==> src/rtl/ser_pkg.sv <==
// Shared types and constants for the FIFO byte serializer.
package ser_pkg;

  typedef enum logic [1:0] {
    IDLE = 2'd0,
    WAIT = 2'd1,
    SEND = 2'd2
  } ser_state_t;

  localparam int BYTE_W = 8;

endpackage

==> src/rtl/fifo_byte_serializer.sv <==
// Drains DATA_WIDTH-bit FIFO words into a valid/ready byte stream; first byte 2 cycles after pop request, one bubble per word.
// Bytes are held until accepted; optional even-parity output under SER_PARITY_EN.
module fifo_byte_serializer
  import ser_pkg::*;
#(
  parameter int DATA_WIDTH = 32,
  parameter bit MSB_FIRST  = 1'b1
) (
  input  logic                  clk,
  input  logic                  rst,
  input  logic                  en,
  input  logic                  fifo_empty,
  input  logic [DATA_WIDTH-1:0] fifo_dout,
  output logic                  fifo_rd_en,
  output logic [BYTE_W-1:0]     byte_data,
  output logic                  byte_valid,
  input  logic                  byte_ready,
`ifdef SER_PARITY_EN
  output logic                  byte_parity,
`endif
  output logic                  busy
);

  localparam int NBYTES = DATA_WIDTH / BYTE_W;
  localparam int IDX_W  = (NBYTES > 1) ? $clog2(NBYTES) : 1;
  localparam logic [IDX_W-1:0] LAST_IDX = IDX_W'(NBYTES - 1);

  ser_state_t            r_state;
  logic [DATA_WIDTH-1:0] r_shift;
  logic [IDX_W-1:0]      r_idx;
  logic                  r_valid;

  logic                  w_last;
  logic                  w_pop;
  logic [IDX_W-1:0]      w_sel;
  logic [BYTE_W-1:0]     w_bytes [NBYTES];

  for (genvar g = 0; g < NBYTES; g++) begin : g_bytes
    assign w_bytes[g] = r_shift[g*BYTE_W +: BYTE_W];
  end

  assign w_last = (r_idx == LAST_IDX);
  assign w_sel  = MSB_FIRST ? (LAST_IDX - r_idx) : r_idx;

  // Qualified by rst so no pop can leak out while the block is held in reset.
  assign w_pop = rst && en && !fifo_empty &&
                 ((r_state == IDLE) ||
                  ((r_state == SEND) && byte_ready && w_last));

  always_ff @(posedge clk or negedge rst) begin
    if (!rst) begin
      r_state <= IDLE;
      r_shift <= '0;
      r_idx   <= '0;
      r_valid <= 1'b0;
    end else begin
      case (r_state)
        IDLE: begin
          if (w_pop) r_state <= WAIT;
        end
        WAIT: begin
          r_shift <= fifo_dout;
          r_idx   <= '0;
          r_valid <= 1'b1;
          r_state <= SEND;
        end
        SEND: begin
          if (byte_ready) begin
            if (w_last) begin
              r_valid <= 1'b0;
              r_state <= w_pop ? WAIT : IDLE;
            end else begin
              r_idx <= r_idx + 1'b1;
            end
          end
        end
        default: begin
          r_valid <= 1'b0;
          r_state <= IDLE;
        end
      endcase
    end
  end

  assign fifo_rd_en = w_pop;
  assign byte_valid = r_valid;
  assign byte_data  = w_bytes[w_sel];
  assign busy       = (r_state != IDLE);

`ifdef SER_PARITY_EN
  assign byte_parity = ^byte_data;
`endif

endmodule

==> config.mk <==
export PLATFORM = sky130hd
export DESIGN_NAME = fifo_byte_serializer
export DESIGN_NICKNAME = d
export VERILOG_FILES = /design/src/rtl/ser_pkg.sv /design/src/rtl/fifo_byte_serializer.sv
export SDC_FILE = /design/constraint.sdc
export NUM_CORES = 1
export LEC_CHECK = 0
export CORE_ASPECT_RATIO = 0.5
export CORE_MARGIN = 8
export CORE_UTILIZATION = 45
export DETAILED_ROUTE_END_ITERATION = 10
export PLACE_DENSITY = 0.75
export SYNTH_ARGS = -nofsm -noshare
export SYNTH_HDL_FRONTEND = slang
export SYNTH_SLANG_ARGS = --single-unit
==> constraint.sdc <==
create_clock -name clk -period 4.3 [get_ports clk]
set_input_delay 1.29 -clock clk [delete_from_list [all_inputs] [get_ports clk]]
set_output_delay 1.29 -clock clk [all_outputs]
set_load 0.01 [all_outputs]
Word level (Yosys, flattened, before mapping)
Cells that the tools add are included.

storage, ports and cells
  logic and storage cells = 43
  input port bits = 37
  output and inout port bits = 11
  flip-flop bits (word level) = 37

cells by class
  eq/ne operators = 7
  mux-type cells = 14
  reductions and logical operators = 13
  order comparisons = 1
  bitwise gates (word level) = 2
  add/subtract/negate cells = 2

operators with widths
  operator                                                  count
  binary-select mux 8 bit (select 2 bit)                    1
  two-way mux 8 bit                                         2
  two-way mux 2 bit                                         5
  AND reduction 3 bit                                       3
  != test 2 bit, second input constant                      4
  case mux 2 bit (3 select lines)                           1
  logical AND 1 bit                                         5
  == test 2 bit, second input constant                      2
  case mux 2 bit (2 select lines)                           1
  nonzero test 2 bit                                        2
  greater-or-equal comparator 3 bit, second input constant  1
  two-way mux 1 bit                                         3
  inverter 2 -> 3 bit                                       1
  case mux 1 bit (3 select lines)                           1
  adder 2 x 1 -> 2 bit, second input constant               1
  == test 2 x 1 -> 1 bit, second input constant             1
  zero test 2 bit                                           1
  subtractor 2 bit, first input constant                    1
  zero test 1 bit                                           1
  logical OR 1 bit                                          1
  inverter 1 bit                                            1

Depth between registers and ports, before layout
  depth in word-level cells = 9
  gate-level depth with buffers = 5
  gate-level depth less buffers = 4

Worst setup path before layout
No wires, ideal clock.

  path type = input to output
  start point = input port byte_ready
  end point = output port fifo_rd_en
  path slack = 0.947 ns
  stages = 2
  data arrival time = 2.063 ns
  buffers on the path = 0
  data required time = 3.010 ns
  cells stage by stage = nand2_1 > a2111oi_0

on the way
  word-level cells in the longest chain between the ends = 4

RTL lines
  item                             RTL line                    RTL
  from (decl)                      fifo_byte_serializer.sv:17  input logic byte_ready,
  logical AND 1 bit (2 in series)  fifo_byte_serializer.sv:48  ((r_state == SEND) && byte_ready && w_last));
  logical OR 1 bit                 fifo_byte_serializer.sv:47  ((r_state == IDLE) ||
  logical AND 1 bit                fifo_byte_serializer.sv:46  assign w_pop = rst && en && !fifo_empty &&
  to (decl)                        fifo_byte_serializer.sv:14  output logic fifo_rd_en,

Every way passes these cells.

Worst setup path after layout
Ends and elaborated chain as after synthesis.

==> run metrics <==
Die Ht=61.0 um; Mapped Area=1820 um2; R2R Setup Slk=2270 ps; Port Buffers=47; Least-Margin Pin Slew=555 ps; status=complete, no violations; dpl hpwl=2590 um; Ports=48; Critical R2R Launch=r_state[0]; ys flop type=dfrtp_1; RSZ-0062 raised after global routing=no; Final Critical Period=~4100 ps; Clk Latency, worst-skew pair=280 ps; clk_skew=6.14 ps; Post-CTS Hold Buffers=0; CP startpoint=byte_ready; Layout fillers=between 300 and 400; period utilization=96.5%; initial antenna violation count=0; Synth Register Bits=37; maximum clock rate=roughly 240 MHz; Final Wtd Congestion=a little under 0.7; Synth async-reset ratio=between 90% and 100%; Max stage delay on crit path=610 ps; number of synthesized flops with an enable pin=0; Power Dens Cells=656 nW/um2; Metal-1 WL=1400 um; slowest cell on the critical path=clkdlybuf4s50_1; WP data required=3010 ps; DR iter-0 viols=34; highest metal layer with signal wires=met4; GR Overflow Total=0; synth-to-layout area growth=29.9%; Hold Crit Class=flop to flop; detailed-route via count=between 1000 and 1500; DRT Pass-1 Iters=4; Total Power=1.55 mW; crit-path max FO=4; Post-CTS Resized=0; first-pass GRT wire length=5920 um; initial core utilization=46.9%; most common cell after layout, fill and taps aside=clkdlybuf4s50_1; Cells after Synth=between 100 and 150; All-Layer GR Usage=12.0%; sequential area share after synthesis=50.9%; vias in the first global route=1217; VDD IR max=0.208 mV; drc violations=0; setup violators final=0; vias per std cell=5.05; commonest non-fill, non-tap cells in the layout=clkdlybuf4s50_1 (46), dfrtp_1 (37), mux2_4 (29); cts bufs inserted=5; number of setup buffers added after CTS=0; die area=6460 um2; Max Root-Sink Buffers=2; ant diodes=0; largest net degree at the start of global routing=38; most used cell, CP=clkdlybuf4s50_1; Die Width=106 um; ANT nets after route=0; Routed WL=3500 um; Max-slew headroom=62.9%; synth warn=0; worst-path cell chain=clkdlybuf4s50_1 -> nand2_1 -> a2111oi_1 -> clkdlybuf4s50_1; met3 WL=143 um; critical path type=input pin to output port; fraction of layout cells with a size suffix above 1=between 30% and 40%; Final Hold Vio Count=0; Yosys cell types=25; leakage power=1.01 nW; CTS tree=built; Critical Path AT=2860 ps; kind of end point of the critical path=output port; critical path launch point type=input pin; # H-tree levels=2; routed len/inst=roughly 17 um; Setup crit end=fifo_rd_en; core area=3880 um2; Clock transition at path regs=roughly 70 ps; Synthesized Nets=144; Met2 Wirelength=1930 um; cells on worst reg2reg path=3; max-cap violations=0; RR Endpoint=r_shift[22]; setup TNS after final layout=0 ps; nets=194; Mapped Avg Cell Area=17.2 um2; clock sink total=37; Pins Over Slew Limit=0; CTS root buf=clkbuf_8; Core Rows=16
layout make-up:
class / instances / area [um2] / area share (%)
Clock buffer: 8 / 80.1 / 3.39
Inverter: 1 / 3.75 / 0.159
Multi-Input combinational cell: 60 / 792 / 33.5
Sequential cell: 37 / 926 / 39.2
Tap cell: 54 / 67.6 / 2.86
Timing Repair Buffer: 51 / 495 / 21.0
registers in the layout, indices dropped and copies added (netlist names):
signal,count
r_shift,32
r_idx,2
r_state,2
byte_valid,1
stage by stage:
| stage | hold slack [ps] | instance area, um2 | setup WS [ps] | util [%] | cells |
|---|---|---|---|---|---|
| final | 506 | 2360 | 151 | 60.9 | 211 |
| after global routing | 521 | 2360 | 33.2 | 60.9 | 211 |
| after CTS | 510 | 2360 | 109 | 60.9 | 211 |
| after detailed placement | 490 | 2280 | 143 | 58.8 | 203 |
| after global placement | 489 | 2280 | 154 | 58.8 | 203 |
| after floorplan | 476 | 1820 | 947 | - | 106 |
worst min path at each step:
| stage | from | end | slack [ps] | depth (start not counted) |
|---|---|---|---|---|
| 5_1_grt | r_shift[27] | r_shift[27] | 520 | 1 |
| 4_1_cts | r_shift[27] | r_shift[27] | 510 | 1 |
| 6_report | r_shift[24] | r_shift[24] | 510 | 1 |
| 3_5_place_dp | r_shift[14] | r_shift[14] | 490 | 1 |
| 2_1_floorplan | r_shift[22] | r_shift[22] | 480 | 1 |
| 3_3_place_gp | r_shift[15] | r_shift[15] | 490 | 1 |
Yosys cell counts, types with 2 or more instances:
cell | number | area (um2)
nand2_1 | 4 | 15.0
buf_2 | 2 | 10.0
mux4_2 | 8 | 180
buf_12 | 3 | 60.1
a2111oi_0 | 2 | 17.5
mux2_4 | 29 | 435
dfrtp_1 | 37 | 926
mux2_2 | 3 | 33.8
buf_6 | 2 | 22.5
per-layer routing:
layer,track usage (%),vias to the layer above
met3,3.71,2
met4,5.35,0
met2,21.7,22
met5,0,-
li1,-,490
met1,13.0,551
critical path: cells and delay by family:
family | cells | cell delay, ps
compound gates | 1 | 390
buf+inv | 2 | 1090
simple gates | 1 | 100
where the power goes:
group          internal, mW  leakage (nW)  total (mW)  switching, mW
clock network         0.115        0.0395       0.227          0.112
logic                 0.490         0.520       0.690          0.201
registers             0.517         0.448       0.635          0.119
total                  1.12          1.01        1.55          0.431
cell families after synthesis:
kind of cell               count (synthesis)  synth area share (%)
buffers and inverters                      9                  5.70
DFF                                       37                  50.9
muxes                                     40                  35.7
and+or+nand+nor                           10                  3.37
adders and majority gates                  1                 0.687
AOI/OAI and AO/OA                          9                  3.71
Note: power is estimated with default switching activity, not from simulation.
